## src/rtl/fir_pkg.sv

```systemverilog
// Shared types and constants for the time-multiplexed FIR MAC scheduler.
package fir_pkg;

  localparam int unsigned DW_DEF   = 16;
  localparam int unsigned CW_DEF   = 16;
  localparam int unsigned NTAP_DEF = 4;

  typedef enum logic [1:0] {IDLE, MAC, OUT} state_t;

  // Accumulator width that can never overflow: full product plus one bit per tap doubling.
  function automatic int unsigned out_width(int unsigned dw, int unsigned cw, int unsigned ntap);
    return dw + cw + $clog2(ntap);
  endfunction

  function automatic int default_coef(int unsigned k);
    return int'(k) + 1;
  endfunction

endpackage

```

## src/rtl/rr_arbiter.sv

```systemverilog
// Round-robin arbiter: first requester strictly after last_grant, wrapping around.
module rr_arbiter #(
  parameter int unsigned NCH = 2,
  localparam int unsigned CHW = $clog2(NCH)
) (
  input  logic [NCH-1:0] req,
  input  logic [CHW-1:0] last_grant,
  output logic [NCH-1:0] grant,
  output logic [CHW-1:0] grant_idx,
  output logic           grant_any
);

  int unsigned cand;

  always_comb begin
    grant     = '0;
    grant_idx = '0;
    grant_any = 1'b0;
    cand      = 0;
    // Offset 1..NCH so last_grant itself is searched last.
    for (int unsigned i = 1; i <= NCH; i++) begin
      cand = (32'(last_grant) + i) % NCH;
      if (!grant_any && req[cand]) begin
        grant_any   = 1'b1;
        grant[cand] = 1'b1;
        grant_idx   = CHW'(cand);
      end
    end
  end

endmodule

```

## src/rtl/fir_mac_scheduler.sv

```systemverilog
// Shares one signed MAC between NCH channels, each with its own NTAP delay line.
module fir_mac_scheduler
  import fir_pkg::*;
#(
  parameter int unsigned NCH  = 2,
  parameter int unsigned NTAP = NTAP_DEF,
  parameter int unsigned DW   = DW_DEF,
  parameter int unsigned CW   = CW_DEF,
  localparam int unsigned OW  = out_width(DW, CW, NTAP),
  localparam int unsigned CHW = $clog2(NCH),
  localparam int unsigned TW  = $clog2(NTAP)
) (
  input  logic                 clk,
  input  logic                 reset,
  input  logic [NCH-1:0]       in_valid,
  output logic [NCH-1:0]       in_ready,
  input  logic [NCH*DW-1:0]    in_data,
  output logic                 out_valid,
  input  logic                 out_ready,
  output logic [CHW-1:0]       out_ch,
  output logic signed [OW-1:0] out_data,
  input  logic                 coef_we,
  input  logic [TW:0]          coef_addr,
  input  logic signed [CW-1:0] coef_wdata,
  output logic                 coef_err,
  output logic                 busy
);

  state_t state_q, state_d;

  logic signed [DW-1:0]    dl_q [NCH][NTAP];
  logic signed [CW-1:0]    coef_q [NTAP];
  logic signed [OW-1:0]    acc_q;
  logic [TW-1:0]           tap_q;
  logic [CHW-1:0]          cur_ch_q;
  logic [CHW-1:0]          last_grant_q;
  logic                    coef_err_q;

  logic [NCH-1:0]          grant;
  logic [CHW-1:0]          grant_idx;
  logic                    grant_any;
  logic                    accept;
  logic                    addr_ok;
  logic signed [DW-1:0]    sample;
  logic signed [DW+CW-1:0] prod;

  rr_arbiter #(
    .NCH(NCH)
  ) u_arb (
    .req       (in_valid),
    .last_grant(last_grant_q),
    .grant     (grant),
    .grant_idx (grant_idx),
    .grant_any (grant_any)
  );

  assign sample  = in_data[32'(grant_idx)*DW +: DW];
  assign addr_ok = coef_addr < (TW+1)'(NTAP);
  assign prod    = (DW+CW)'(coef_q[tap_q]) * (DW+CW)'(dl_q[cur_ch_q][tap_q]);

  always_comb begin
    state_d  = state_q;
    in_ready = '0;
    accept   = 1'b0;
    unique case (state_q)
      IDLE: begin
        // A coefficient write owns the cycle; no sample is accepted alongside it.
        if (!coef_we && grant_any) begin
          in_ready = grant;
          accept   = 1'b1;
          state_d  = MAC;
        end
      end
      MAC:     if (tap_q == TW'(NTAP - 1)) state_d = OUT;
      OUT:     if (out_ready) state_d = IDLE;
      default: state_d = IDLE;
    endcase
  end

  always_ff @(posedge clk or posedge reset) begin
    if (reset) begin
      state_q      <= IDLE;
      acc_q        <= '0;
      tap_q        <= '0;
      cur_ch_q     <= '0;
      last_grant_q <= CHW'(NCH - 1);
      coef_err_q   <= 1'b0;
      for (int unsigned k = 0; k < NTAP; k++) coef_q[k] <= CW'(default_coef(k));
      for (int unsigned c = 0; c < NCH; c++) begin
        for (int unsigned k = 0; k < NTAP; k++) dl_q[c][k] <= '0;
      end
    end else begin
      state_q    <= state_d;
      coef_err_q <= coef_we && ((state_q != IDLE) || !addr_ok);
      if (coef_we && (state_q == IDLE) && addr_ok) coef_q[coef_addr[TW-1:0]] <= coef_wdata;
      if (accept) begin
        for (int unsigned k = NTAP - 1; k > 0; k--) dl_q[grant_idx][k] <= dl_q[grant_idx][k-1];
        dl_q[grant_idx][0] <= sample;
        acc_q              <= '0;
        tap_q              <= '0;
        cur_ch_q           <= grant_idx;
      end
      if (state_q == MAC) begin
        acc_q <= acc_q + OW'(prod);
        tap_q <= tap_q + TW'(1);
      end
      if ((state_q == OUT) && out_ready) last_grant_q <= cur_ch_q;
    end
  end

  assign out_valid = (state_q == OUT);
  assign out_data  = acc_q;
  assign out_ch    = cur_ch_q;
  assign coef_err  = coef_err_q;
  assign busy      = (state_q != IDLE);

endmodule

```

## config.mk

```make
export PLATFORM = sky130hd
export DESIGN_NAME = fir_mac_scheduler
export DESIGN_NICKNAME = d
export VERILOG_FILES = /design/src/rtl/fir_pkg.sv /design/src/rtl/rr_arbiter.sv /design/src/rtl/fir_mac_scheduler.sv
export SDC_FILE = /design/constraint.sdc
export NUM_CORES = 1
export LEC_CHECK = 0
export BUFFER_PORTS_ARGS = -buffer_cell sky130_fd_sc_hd__buf_4
export CORE_MARGIN = 2
export CORE_UTILIZATION = 62
export DETAILED_ROUTE_END_ITERATION = 12
export GPL_TIMING_DRIVEN = 0
export PLACE_DENSITY = 0.8
export SLEW_MARGIN = 20
export SYNTH_ARGS = -nofsm -noshare
export SYNTH_HDL_FRONTEND = slang
export SYNTH_SLANG_ARGS = --single-unit
```

## constraint.sdc

```tcl
create_clock -name clk -period 15 [get_ports clk]
set_input_delay 0.75 -clock clk [delete_from_list [all_inputs] [get_ports clk]]
set_output_delay 0.75 -clock clk [all_outputs]
set_load 0.005 [all_outputs]
```

Word level (Yosys, flattened, before mapping)
Cells that the tools add are included.
{"block": "word_totals", "regBits": 233, "wordCells": 117, "latchBits": 0, "n_memories": 0, "out_inout_bits": 40, "inputBits": 57, "romBits": 0, "ramBits": 0}
{"block": "classes", "bitwise": 5, "n_lt_le_gt_ge": 11, "n_reduce_logical": 18, "n_mul": 1, "muxes": 53, "shifts": 1, "n_eq_ne": 6, "div_mod_pow": 0, "addsub": 4}
{"op": "128-bit bitwise mux", "count": 4}
{"op": "64-bit 2-to-1 mux", "count": 7}
{"op": "64-bit demux with 1-bit select", "count": 4}
{"op": "16-bit 2-to-1 mux", "count": 6}
{"op": "34-bit 2-to-1 mux", "count": 2}
{"op": "16-bit binary-select mux with 2-bit select", "count": 2}
{"op": "64-bit bitwise mux", "count": 1}
{"op": "48-bit 2-to-1 mux", "count": 1}
{"op": "34-bit by 32-bit adder with 34-bit output", "count": 1}
{"op": "16-bit demux with 2-bit select", "count": 1}
{"op": "16-bit by 16-bit multiplier with 32-bit output", "count": 1}
{"op": "32-bit 2-to-1 mux", "count": 1}
{"op": "32-bit by 6-bit variable part select with 16-bit output", "count": 1}
{"op": "2-bit 2-to-1 mux", "count": 9}
{"op": "1-bit 2-to-1 mux", "count": 12}
{"op": "1-bit logical AND", "count": 10}
{"op": "3-bit >= comparator (second input constant)", "count": 2}
{"op": "2-bit NOT with 3-bit output", "count": 2}
{"op": "2-bit case mux with 3 select lines", "count": 1}
{"op": "2-bit equality test (second input constant)", "count": 2}
{"op": "2-bit >= comparator (second input constant)", "count": 2}
{"op": "1-bit by 2-bit < comparator with 1-bit output (second input constant)", "count": 2}
{"op": "2-bit != test (second input constant)", "count": 2}
{"op": "1-bit NOT with 2-bit output", "count": 2}
{"op": "other kinds (15)", "count": 21}

Depth between registers and ports, before layout
Gate-level depths: netlist of the first run.
{"block": "depth", "word_depth": 16, "mapped_depth": 30, "ltp_nobuf": 26}

Modules after synthesis
Synthesis of the first run repeated with hierarchy kept, for this count alone.
{"block": "hier_totals", "hier_cells": 1878, "hier_area_um2": 21221.6}
{"module": "fir_mac_scheduler", "seq_area_each_um2": 5838.1, "cells_per_inst": 1873, "n_inst": 1, "area_each_um2": 21189.1}
{"module": "rr_arbiter", "seq_area_each_um2": 0.0, "cells_per_inst": 5, "n_inst": 1, "area_each_um2": 32.5}

Worst setup path after synthesis of the first run
No wires, ideal clock.
{"block": "synth_path", "path_type": "register to register", "start": "register cur_ch_q (netlist: out_ch)", "end": "register acc_q[30] (netlist: out_data[30])", "synth_period_minus_slack_ns": 7.254, "required_ns": 14.866, "path_stages_with_launch": 25, "slack_ns": 7.746, "arrival_ns": 7.120, "setup_ns": 0.134, "n_path_buf": 3, "path_cell_list": "dfrtp_1 > buf_2 > buf_2 > buf_4 > mux4_2 > mux2_2 > nand2_1 > inv_1 > fa_1 > fa_1 > fa_1 > fa_1 > fa_1 > inv_1 > fa_1 > inv_1 > ha_1 > a21o_1 > a21o_1 > a21o_1 > a21oi_1 > nor2b_1 > a311oi_1 > xor2_1 > o21ai_0"}
{"block": "synth_via", "elab_chain_cells": 10}
{"element": "from (decl)", "line": "fir_mac_scheduler.sv:35", "text": "logic [CHW-1:0] cur_ch_q;"}
{"element": "from (signal assigned)", "line": "fir_mac_scheduler.sv:101", "text": "cur_ch_q <= grant_idx;"}
{"element": "1-bit NOT with 2-bit output (not written as such)", "line": "fir_mac_scheduler.sv:59", "text": "assign prod = (DW+CW)'(coef_q[tap_q]) * (DW+CW)'(dl_q[cur_ch_q][tap_q]);"}
{"element": "64-bit 2-to-1 mux (not written as such) (3 in a row)", "line": "fir_mac_scheduler.sv:59"}
{"element": "16-bit binary-select mux with 2-bit select", "line": "fir_mac_scheduler.sv:59"}
{"element": "16-bit 2-to-1 mux (not written as such) (2 in a row)", "line": "fir_mac_scheduler.sv:59"}
{"element": "16-bit by 16-bit multiplier with 32-bit output", "line": "fir_mac_scheduler.sv:59"}
{"element": "34-bit by 32-bit adder with 34-bit output", "line": "fir_mac_scheduler.sv:104", "text": "acc_q <= acc_q + OW'(prod);"}
{"element": "34-bit 2-to-1 mux", "line": "fir_mac_scheduler.sv:103", "text": "if (state_q == MAC) begin"}
{"element": "to (signal assigned)", "line": "fir_mac_scheduler.sv:104"}
{"element": "to (decl)", "line": "fir_mac_scheduler.sv:33", "text": "logic signed [OW-1:0] acc_q;"}
Every way passes these cells. The select of a mux whose other input is x is not followed.
A chain may end at the register's enable or synchronous reset.

Final worst setup path of the first run
{"block": "layout_path", "start": "register tap_q[1]", "end": "register acc_q[33] (netlist: out_data[33])"}
{"block": "layout_via", "elab_chain_cells": 7, "elab_cells_between_ends": 10, "classes_between": "add/sub (1); mul (1); mux (7); bitwise (1)"}
{"element": "from (decl)", "line": "fir_mac_scheduler.sv:34", "text": "logic [TW-1:0] tap_q;"}
{"element": "from (signal assigned)", "line": "fir_mac_scheduler.sv:105", "text": "tap_q <= tap_q + TW'(1);"}
{"element": "2-bit NOT with 3-bit output (not written as such) (*)", "line": "fir_mac_scheduler.sv:59"}
{"element": "16-bit binary-select mux with 2-bit select", "line": "fir_mac_scheduler.sv:59"}
{"element": "16-bit 2-to-1 mux (not written as such) (2 in a row)", "line": "fir_mac_scheduler.sv:59"}
{"element": "16-bit by 16-bit multiplier with 32-bit output (*)", "line": "fir_mac_scheduler.sv:59"}
{"element": "34-bit by 32-bit adder with 34-bit output (*)", "line": "fir_mac_scheduler.sv:104"}
{"element": "34-bit 2-to-1 mux (*)", "line": "fir_mac_scheduler.sv:103"}
Every way passes the cells marked *; elsewhere a longest branch is shown, timed or not. The select of a mux whose other input is x is not followed.

==> flow_summary.json, run 1 <==
{
  "status": "complete, but fails checks",
  "violations": "antenna rules",
  "die_w_um": 189,
  "syn-num-nets": 2610,
  "drtIter0Drc": 1349,
  "finalNetCount": 2737,
  "cts_buffer_depth": 3,
  "ys_types": 49,
  "vias_per_cell": 5.76,
  "routed_wl_um": 54300,
  "post_cts_resized": 0,
  "cts_tree": "built",
  "synth_edf_count": 0,
  "grt_busiest_layer": "met2",
  "rsz0062_at_grt": "no",
  "root_buffer": "clkbuf_16",
  "yosysWarnings": 0,
  "clk_latency_ns": 0.59,
  "min_period_over_period": 0.587,
  "post_cts_buffers": 0,
  "netlist_area_mm2": 0.0212,
  "drv_slew": 0,
  "cp.arrival_ns": 9.24,
  "setup_viol": 0,
  "clock-sinks": 233,
  "track_usage": 0.326,
  "antenna_found_initial": 2,
  "fillers": 2395,
  "htree_levels": 1,
  "use_met3": 0.0652,
  "initial_core_util": 0.630,
  "placed_cells": 2692,
  "holdBufCountCts": 0,
  "synth_area_leaders": "fa_1 29%, dfrtp_1 27%, nand2_1 9.8%",
  "final_util": 0.699,
  "std_cell_rows": 67,
  "fin_tns_setup_ns": 0,
  "place_congestion": 0.958,
  "ant_nets": 1,
  "grt_max_degree": 110,
  "numCtsBuffers": 26,
  "syn_to_final_growth_pct": 10.9,
  "synth_flop_cell": "dfrtp_1",
  "avgRoutedWirePerCell_um": 19.8,
  "tightest_slew_ns": 1.05,
  "grt_pass1_wl_um": 90100,
  "synth_cells": 2145,
  "gr-usage-met2": 0.539,
  "drv_cap": 0,
  "required_ns": 15.43,
  "drive_gt1_frac": 0.141,
  "hold_viol_final": 0,
  "drcViolationCount": 0,
  "dpl.hpwl_um": 42400,
  "start_kind": "flop",
  "pin_count": 97,
  "layout.cells.non_filler": 2745,
  "max_slew_margin": 0.301,
  "gr-total-overflow": 0,
  "vias": 15800,
  "whs_ns": 0.112,
  "yosysSeqAreaShare": 0.276,
  "timing.rr.end": "out_data[33]",
  "hold_class": "in -> async",
  "fmax_ghz": 0.114,
  "min_period_ns": 8.81,
  "worstPathMaxFanout": 10,
  "cts.clk_slew.worst_paths_ns": 0.06,
  "grt_pass1_vias": 17200,
  "r2r_start": "tap_q[1]",
  "synth_seq_cells": 233,
  "die_y_um": 189,
  "netlist.area_leader.share": 0.288,
  "clock_skew_ns": 0.0442,
  "numPortBuffers": 96,
  "synth_area_per_cell_um2": 9.88,
  "grt_use_met1": 0.426,
  "rrSetupSlack_ns": 6.19,
  "synthArstFlopShare": 1.00,
  "die_area_mm2": 0.0357,
  "fp.coreArea_mm2": 0.0336,
  "crit_type": "reg -> reg",
  "synth_largest_area_cell": "fa_1",
  "reg2reg_depth": 26,
  "endpoint_kind": "flop",
  "drtPass1Iterations": 5
}
[worst max-delay path, cell delays in order, from the launching register on]
cell	delay [ns]
dfrtp_1	0.35
clkbuf_1	0.49
clkbuf_1	0.77
mux2i_1	0.79
buf_2	0.37
nor2_1	0.09
fa_1	0.51
inv_1	0.06
fa_1	0.47
fa_1	0.54
inv_1	0.06
fa_1	0.47
fa_1	0.53
inv_1	0.05
fa_1	0.48
inv_1	0.04
ha_1	0.26
clkbuf_2	0.16
a211oi_1	0.36
nor2_1	0.14
o31ai_1	0.52
nor2_1	0.12
nor3_1	0.44
a31oi_1	0.25
nand3_1	0.17
a211o_1	0.13
nand3_1	0.07
[layout make-up]
cell class                      count  area (um^2)  area share
Inverter                          349         1320      0.0561
Tap cell                          448          561      0.0239
Sequential cell                   233         5840       0.249
Buffer                             84          365      0.0156
Clock inverter                     16          229     0.00975
Antenna cell                        6         15.0    0.000639
Multi-Input combinational cell   1479        13700       0.582
Clock buffer                       31          699      0.0298
Timing Repair Buffer               99          783      0.0333
[placed cells by master (no fill, tap or decap), drive strengths merged, types with 25 or more instances in the layout]
cell    count
nor2       95
buf       136
nand2     553
mux4       39
dfrtp     227
mux2       83
nor2b      46
clkbuf     78
fa        305
xnor2      25
inv       352
o21ai      53
ha        103
[Yosys cell counts, types with 2 or more instances]
master	instances
a211oi_1	4
o211ai_2	2
nor2b_1	46
fa_1	305
a22o_1	2
and2_1	14
or3_1	2
mux2i_1	20
a21oi_1	24
nor2_1	95
o31ai_1	2
buf_2	36
dfrtp_1	227
nand2b_1	15
a31oi_1	8
or2_2	3
o211ai_1	3
ha_1	103
o21ai_1	8
mux2_2	83
nand4_1	3
o21bai_1	4
and3_1	4
nand2_1	553
mux4_2	39
inv_1	349
o21ai_0	44
nand4b_1	2
xnor2_1	25
nand3_1	19
clkbuf_1	46
o21a_1	9
nor3_1	6
xor2_1	14
dfstp_2	6
a21o_1	7
[through the flow]
stage | instance area, um^2 | setup WS, ns
after floorplan | 21200 | 7.75
after detailed placement | 22500 | 6.34
after CTS | 23500 | 6.30
final | 23500 | 6.19
after global routing | 23500 | 5.83
after global placement | 22500 | 5.42
[worst max-delay path by stage]
| stage | slack [ns] | startpoint | to |
|---|---|---|---|
| floorplan | 7.75 | out_ch | out_data[30] |
| global placement | 5.42 | reset | out_data[18] |
| detailed placement | 6.34 | out_ch | out_data[33] |
| CTS | 6.30 | tap_q[1] | out_data[33] |
| global route | 5.83 | out_ch | out_data[33] |
| finish | 6.19 | tap_q[1] | out_data[33] |
[sequential cells by signal, summed over array words and instances, names as in the netlist]
name / flops
dl_q: 128
out_ch: 1
coef_q: 64
out_data: 34
state_q: 2
coef_err: 1
tap_q: 2
last_grant_q: 1
[routing by layer]
layer,vias to the layer above,part of all wire
met2,793,0.48
met5,-,0.00029
met3,166,0.086
met1,7981,0.38
met4,2,0.048
li1,6859,-
[cells by family after synthesis]
family                     Yosys count  share of synthesized area
muxes                              142                     0.0950
AOI/OAI and AO/OA                  125                     0.0366
xor gates and xnor gates            39                     0.0161
DFF                                233                      0.276
adders and majority gates          408                      0.349
and+or+nand+nor                    765                      0.149
buffers and inverters              433                     0.0791
Power of run 1 is left out: the tool's default activity adds up to more than one toggle a clock period on the data nets, which glitch-free logic cannot reach.
==> run 2, diff against run 1 <==
--- a/config.mk
+++ b/config.mk
@@ -5,6 +5,7 @@
 export SDC_FILE = /design/constraint.sdc
 export NUM_CORES = 1
 export LEC_CHECK = 0
+export ABC_AREA = 1
 export BUFFER_PORTS_ARGS = -buffer_cell sky130_fd_sc_hd__buf_4
 export CORE_MARGIN = 2
 export CORE_UTILIZATION = 62
==> constraint.sdc (replaced) <==
create_clock -name clk -period 8.92 [get_ports clk]
set_input_delay 0.446 -clock clk [delete_from_list [all_inputs] [get_ports clk]]
set_output_delay 0.446 -clock clk [all_outputs]
set_load 0.005 [all_outputs]
==> run 2 against run 1 <==
Compared with the run above: area after synthesis up 4.3%; synthesized cell count grew 20%; clock skew decreased by 0.010 ns; the flow now finishes without violations; highest routed layer unchanged.
==> flow_summary.json, run 2 <==
{
  "status": "complete, no violations",
  "synth_common_cells": "548 x nand2_1, 499 x inv_1, 305 x fa_1",
  "synth_area_leaders": "fa_1 28%, dfrtp_1 26%, nand2_1 9.3%",
  "numCtsBuffers": 28,
  "grt_pass1_wl_um": 104000,
  "finish.instance_area_mm2": 0.0244,
  "clk_latency_ns": 0.58,
  "fillers": 2759,
  "fp.coreArea_mm2": 0.0353,
  "drtIter0Drc": 1647,
  "dpl.hpwl_um": 52000,
  "htree_levels": 1,
  "hold_viol_final": 0,
  "place_congestion": 0.952,
  "cts_tree": "built",
  "synth_xor_area_frac": 0.000792,
  "synth_area_per_cell_um2": 8.58,
  "track_usage": 0.371,
  "tightest_slew_ns": 0.910,
  "synth_mux_area_frac": 0.0209,
  "syn_to_final_growth_pct": 10.4,
  "largest_reg_flops": 128,
  "finalNetCount": 3171,
  "crit_start": "out_ch",
  "synth_compound_area_frac": 0.104,
  "hold_class": "in -> reg",
  "synth_fa_ha_area_frac": 0.334,
  "yosysWarnings": 0,
  "critical-path-top-delay-family": "adder cells",
  "synthMostInstantiatedCell": "nand2_1",
  "synth_edf_count": 0,
  "die_w_um": 193,
  "antenna_found_initial": 1,
  "setup_viol": 0,
  "gr-total-overflow": 0,
  "cts_buffer_depth": 3,
  "required_ns": 9.38,
  "crit_type": "reg -> reg",
  "cts.clk_slew.worst_paths_ns": 0.07,
  "vias_per_cell": 5.81,
  "r2r_start": "out_ch",
  "largest_register": "dl_q",
  "start_kind": "flop",
  "drtPass1Iterations": 5,
  "placed_cell_area_mm2": 0.0235,
  "pin_count": 97,
  "min_period_ns": 7.78,
  "max_slew_margin": 0.391,
  "vias": 18500,
  "cpPeakStageDelay_ns": 0.77,
  "drcViolationCount": 0,
  "min_period_over_period": 0.872,
  "root_buffer": "clkbuf_16",
  "syn-num-nets": 3042,
  "synth_flop_cell": "dfrtp_1",
  "initial_core_util": 0.626,
  "clock_skew_ns": 0.0338,
  "drive_gt1_frac": 0.120,
  "synth_seq_cells": 233,
  "routed_wl_um": 65000,
  "cp_num_buf_inv": 9,
  "fmax_ghz": 0.129,
  "regArea_mm2": 0.00584,
  "ys_types": 46,
  "hp-start": "out_ready",
  "ant_nets": 0,
  "endpoint_kind": "flop",
  "final_common_cell": "nand2_1",
  "avgRoutedWirePerCell_um": 20.4,
  "netlist.area_leader.share": 0.276,
  "final_cell_mix": "548 x nand2_1, 498 x inv_1, 305 x fa_1, 227 x dfrtp_1, 221 x nor2_1",
  "post_cts_resized": 0,
  "synth_top_family_by_area": "adder cells",
  "drv_cap": 0,
  "synth-simple-area-share": 0.161,
  "numPortBuffers": 96,
  "cp.arrival_ns": 8.24,
  "antenna_cells": 0,
  "die_area_mm2": 0.0372,
  "crit_path_frequent_cell": "inv_1",
  "multiInputGateArea_mm2": 0.0137,
  "grt_pass1_vias": 19200,
  "synth_cells": 2577,
  "rsz0062_at_grt": "no",
  "die_y_um": 193,
  "grt_max_degree": 87,
  "std_cell_rows": 69,
  "synthArstFlopShare": 1.00,
  "netlist_area_mm2": 0.0221,
  "yosysSeqAreaShare": 0.264,
  "slowest_stage": "fa_1",
  "clock-sinks": 233,
  "synth_largest_area_cell": "fa_1",
  "drv_slew": 0,
  "worstPathMaxFanout": 10
}
-- run 2: cell types whose count changed after synthesis, sizes merged, moves of 39 or more --
cell   delta
mux2     -42
o21ai   +180
mux4     -39
nand3    +48
a21oi    +87
nor2b    -46
inv     +178
nor2    +131
-- run 2: layout make-up --
class,count,share of cell area
tap,461,0.0236
timing repair buffer,99,0.0322
inverter,527,0.0813
buffer,92,0.0234
sequential,233,0.239
clock inverter,15,0.00656
multi-input combinational,1725,0.562
clock buffer,35,0.0318
-- run 2: what timing repair did --
item / 4_1_cts / 5_1_grt
hold buffers: 1 / 0
hold endpoints to repair: 76 / 0
buffers inserted: 0 / 0
-- run 2: final timing paths --
kind | end | slack [ns] | cells after the start
hold reg to reg | dl_q[75] | 0.47 | 2
min in group asynchronous | coef_err | 0.50 | 3
hold / removal | state_q[1] | 0.06 | 2
max in group asynchronous | dl_q[88] | 7.22 | 5
setup / recovery | out_data[33] | 1.14 | 28
setup reg to reg | out_data[33] | 1.14 | 28
-- run 2: kinds of logic after synthesis --
kind of cell,Yosys count
AOI/OAI and AO/OA,394
muxes,41
DFF,233
xor gates and xnor gates,2
buffers and inverters,619
adders and majority gates,408
and+or+nand+nor,880
-- run 2: through the flow --
step	setup WS, ns	std cells	TNS, ns	hold WS [ns]	util
final	1.14	3187	0	0.0627	0.691
after global placement	-0.371	3134	-79.50	0.448	0.663
after global routing	0.883	3187	0	0.0761	0.691
after CTS	1.33	3187	0	0.0447	0.691
after floorplan	2.09	2577	0	0.437	-
after detailed placement	1.36	3136	0	0.453	0.665
-- run 2: layer usage --
layer	vias up	global-route usage	routed length, um
li1	8144	-	-
met1	9223	0.516	26900
met2	965	0.581	29400
met3	184	0.0787	6300
met4	2	0.126	2420
met5	-	0	18
Power of run 2 is left out for the same reason.
==> run 3, diff against run 2 <==
--- a/config.mk
+++ b/config.mk
@@ -7,12 +7,15 @@
 export LEC_CHECK = 0
 export ABC_AREA = 1
 export BUFFER_PORTS_ARGS = -buffer_cell sky130_fd_sc_hd__buf_4
+export CELL_PAD_IN_SITES_DETAIL_PLACEMENT = 0
+export CELL_PAD_IN_SITES_GLOBAL_PLACEMENT = 1
 export CORE_MARGIN = 2
-export CORE_UTILIZATION = 62
+export CORE_UTILIZATION = 49
 export DETAILED_ROUTE_END_ITERATION = 12
 export GPL_TIMING_DRIVEN = 0
-export PLACE_DENSITY = 0.8
+export PLACE_DENSITY_LB_ADDON = 0.1
 export SLEW_MARGIN = 20
 export SYNTH_ARGS = -nofsm -noshare
 export SYNTH_HDL_FRONTEND = slang
+export SYNTH_HIERARCHICAL = 1
 export SYNTH_SLANG_ARGS = --single-unit
==> run 3 against run 2 <==
Compared with the run above: worst setup slack lost 0.089 ns; via count fell by 3.0%; final area up 0.58%; synthesized cell count down 0.50%; clock skew shrank 0.015 ns; sequential share of layout area shrank 0.14 points.
==> flow_summary.json, run 3 <==
{
  "status": "complete, no violations",
  "syn-num-nets": 3029,
  "synth_cells": 2564,
  "critical-path-top-delay-family": "adder cells",
  "clock_skew_ns": 0.0191,
  "std_cell_rows": 77,
  "die_w_um": 217,
  "largest_reg_flops": 128,
  "synthMostInstantiatedCell": "inv_1",
  "cp.arrival_ns": 8.33,
  "vias": 18000,
  "grt_pass1_vias": 18800,
  "max_slew_margin": 0.258,
  "slowest_stage": "nor3_1",
  "worstPathMaxFanout": 10,
  "tightest_slew_ns": 1.11,
  "routed_wl_um": 68800,
  "synth_flop_cell": "dfrtp_1",
  "synth_common_cells": "531 x inv_1, 507 x nand2_1, 305 x fa_1",
  "fillers": 4206,
  "hold_class": "in -> reg",
  "grt_max_degree": 104,
  "worstSetupPathDepth": 29,
  "place_congestion": 0.962,
  "cpPeakStageDelay_ns": 0.56,
  "cts_tree": "built",
  "drive_gt1_frac": 0.118,
  "endpoint_kind": "flop",
  "min_period_over_period": 0.882,
  "clock-sinks": 233,
  "post_cts_buffers": 0,
  "syn_to_final_growth_pct": 10.9,
  "setup_viol": 0,
  "synth_area_leaders": "fa_1 28%, dfrtp_1 26%, inv_1 9.0%",
  "fmax_ghz": 0.127,
  "fin_tns_setup_ns": 0,
  "fp.coreArea_mm2": 0.0444,
  "required_ns": 9.38,
  "cp_num_buf_inv": 10,
  "finalNetCount": 3157,
  "drtPass1Iterations": 5,
  "drtIter0Drc": 1537,
  "track_usage": 0.307,
  "rsz0062_at_grt": "no",
  "initial_core_util": 0.499,
  "numPortBuffers": 96,
  "synth_edf_count": 0,
  "final_common_cell": "inv_1",
  "grt_pass1_wl_um": 109000,
  "yosysSeqAreaShare": 0.264,
  "hold_viol_final": 0,
  "yosysWarnings": 6,
  "reg2reg_depth": 29,
  "synthArstFlopShare": 1.00,
  "drcViolationCount": 0,
  "dpl.hpwl_um": 54900,
  "cts_buffer_depth": 3,
  "final_util": 0.553,
  "drv_slew": 0,
  "clk_latency_ns": 0.59,
  "die_y_um": 217,
  "netlist_area_mm2": 0.0221,
  "cts.clk_slew.worst_paths_ns": 0.06,
  "synth_area_per_cell_um2": 8.64,
  "antenna_cells": 0,
  "vias_per_cell": 5.43,
  "start_kind": "flop",
  "final_cell_mix": "530 x inv_1, 507 x nand2_1, 305 x fa_1, 227 x dfrtp_1, 217 x nor2_1",
  "pin_count": 97,
  "numCtsBuffers": 27,
  "synth_seq_cells": 233,
  "synth_largest_area_cell": "fa_1",
  "multiInputGateArea_mm2": 0.0137,
  "drv_cap": 0,
  "ant_nets": 0,
  "holdPathStages": 2,
  "avgRoutedWirePerCell_um": 20.8,
  "antenna_found_initial": 1,
  "die_area_mm2": 0.0469,
  "gr-total-overflow": 0,
  "ys_types": 44,
  "root_buffer": "clkbuf_16",
  "crit_path_frequent_cell": "inv_1",
  "netlist.area_leader.share": 0.276,
  "largest_register": "dl_q",
  "htree_levels": 1,
  "min_period_ns": 7.87,
  "crit_type": "reg -> reg",
  "regArea_mm2": 0.00584
}
run 3: cell count changes in the layout (fill, tap and decap cells not counted), sizes merged, moves of 4 or more:
cell / previous run / this run
clkbuf: 55 / 64
inv: 531 / 545
mux2: 41 / 68
nand2: 555 / 509
nand4: 10 / 6
nor2: 226 / 220
o211ai: 17 / 24
o21a: 2 / 17
o21ai: 233 / 203
run 3: per-layer routing:
metal  share of wire  wire length [um]  GRT usage  vias to the layer above
li1                -                 -          -                     8117
met1            0.45             31100      0.451                     9092
met2            0.45             31100      0.483                      658
met3           0.077              5300     0.0487                       90
met4           0.019              1330     0.0639                        0
met5               0                 0          0                        -
run 3: logic make-up (layout without fill, tap and decap cells):
| logic type | after synthesis | in the layout | synth area share |
|---|---|---|---|
| xor gates and xnor gates | 2 | 2 | 0.000791 |
| DFF | 233 | 233 | 0.264 |
| and+or+nand+nor | 826 | 826 | 0.149 |
| buffers and inverters | 640 | 788 | 0.116 |
| muxes | 68 | 68 | 0.0346 |
| adders and majority gates | 408 | 408 | 0.334 |
| AOI/OAI and AO/OA | 387 | 387 | 0.102 |
run 3: layout make-up:
| class | instances | share of cell area |
|---|---|---|
| well taps | 592 | 0.0302 |
| clock inverters | 8 | 0.00346 |
| multi-input cells | 1691 | 0.560 |
| flip-flops and latches | 233 | 0.238 |
| clock buffers | 41 | 0.0321 |
| repair buffers | 99 | 0.0320 |
| inverters | 545 | 0.0836 |
| plain buffers | 95 | 0.0212 |
run 3: what timing repair did:
item	in CTS	in global routing
gates resized for setup	0	0
endpoints found under the hold margin	36	0
hold buffers	1	0
run 3: final timing paths:
path,start,end,slack (ns)
min in group asynchronous,reset,coef_q[50],0.40
worst max-delay path,out_ch,out_data[21],1.05
max in group asynchronous,reset,dl_q[24],7.68
worst min-delay path,out_ready,state_q[1],0.07
worst max register to register,out_ch,out_data[21],1.05
worst min register to register,dl_q[4],dl_q[4],0.49
run 3: metrics by stage:
| step | instance area [um^2] | worst slack (ns) | hold WS, ns | cells |
|---|---|---|---|---|
| after floorplan | 22100 | 2.09 | 0.453 | 2564 |
| after global placement | 23600 | -0.951 | 0.464 | 3252 |
| after detailed placement | 23700 | 1.30 | 0.458 | 3254 |
| after CTS | 24600 | 1.28 | 0.0522 | 3304 |
| after global routing | 24600 | 0.661 | 0.0756 | 3304 |
| final | 24600 | 1.05 | 0.0686 | 3304 |
Power of run 3 is left out for the same reason.
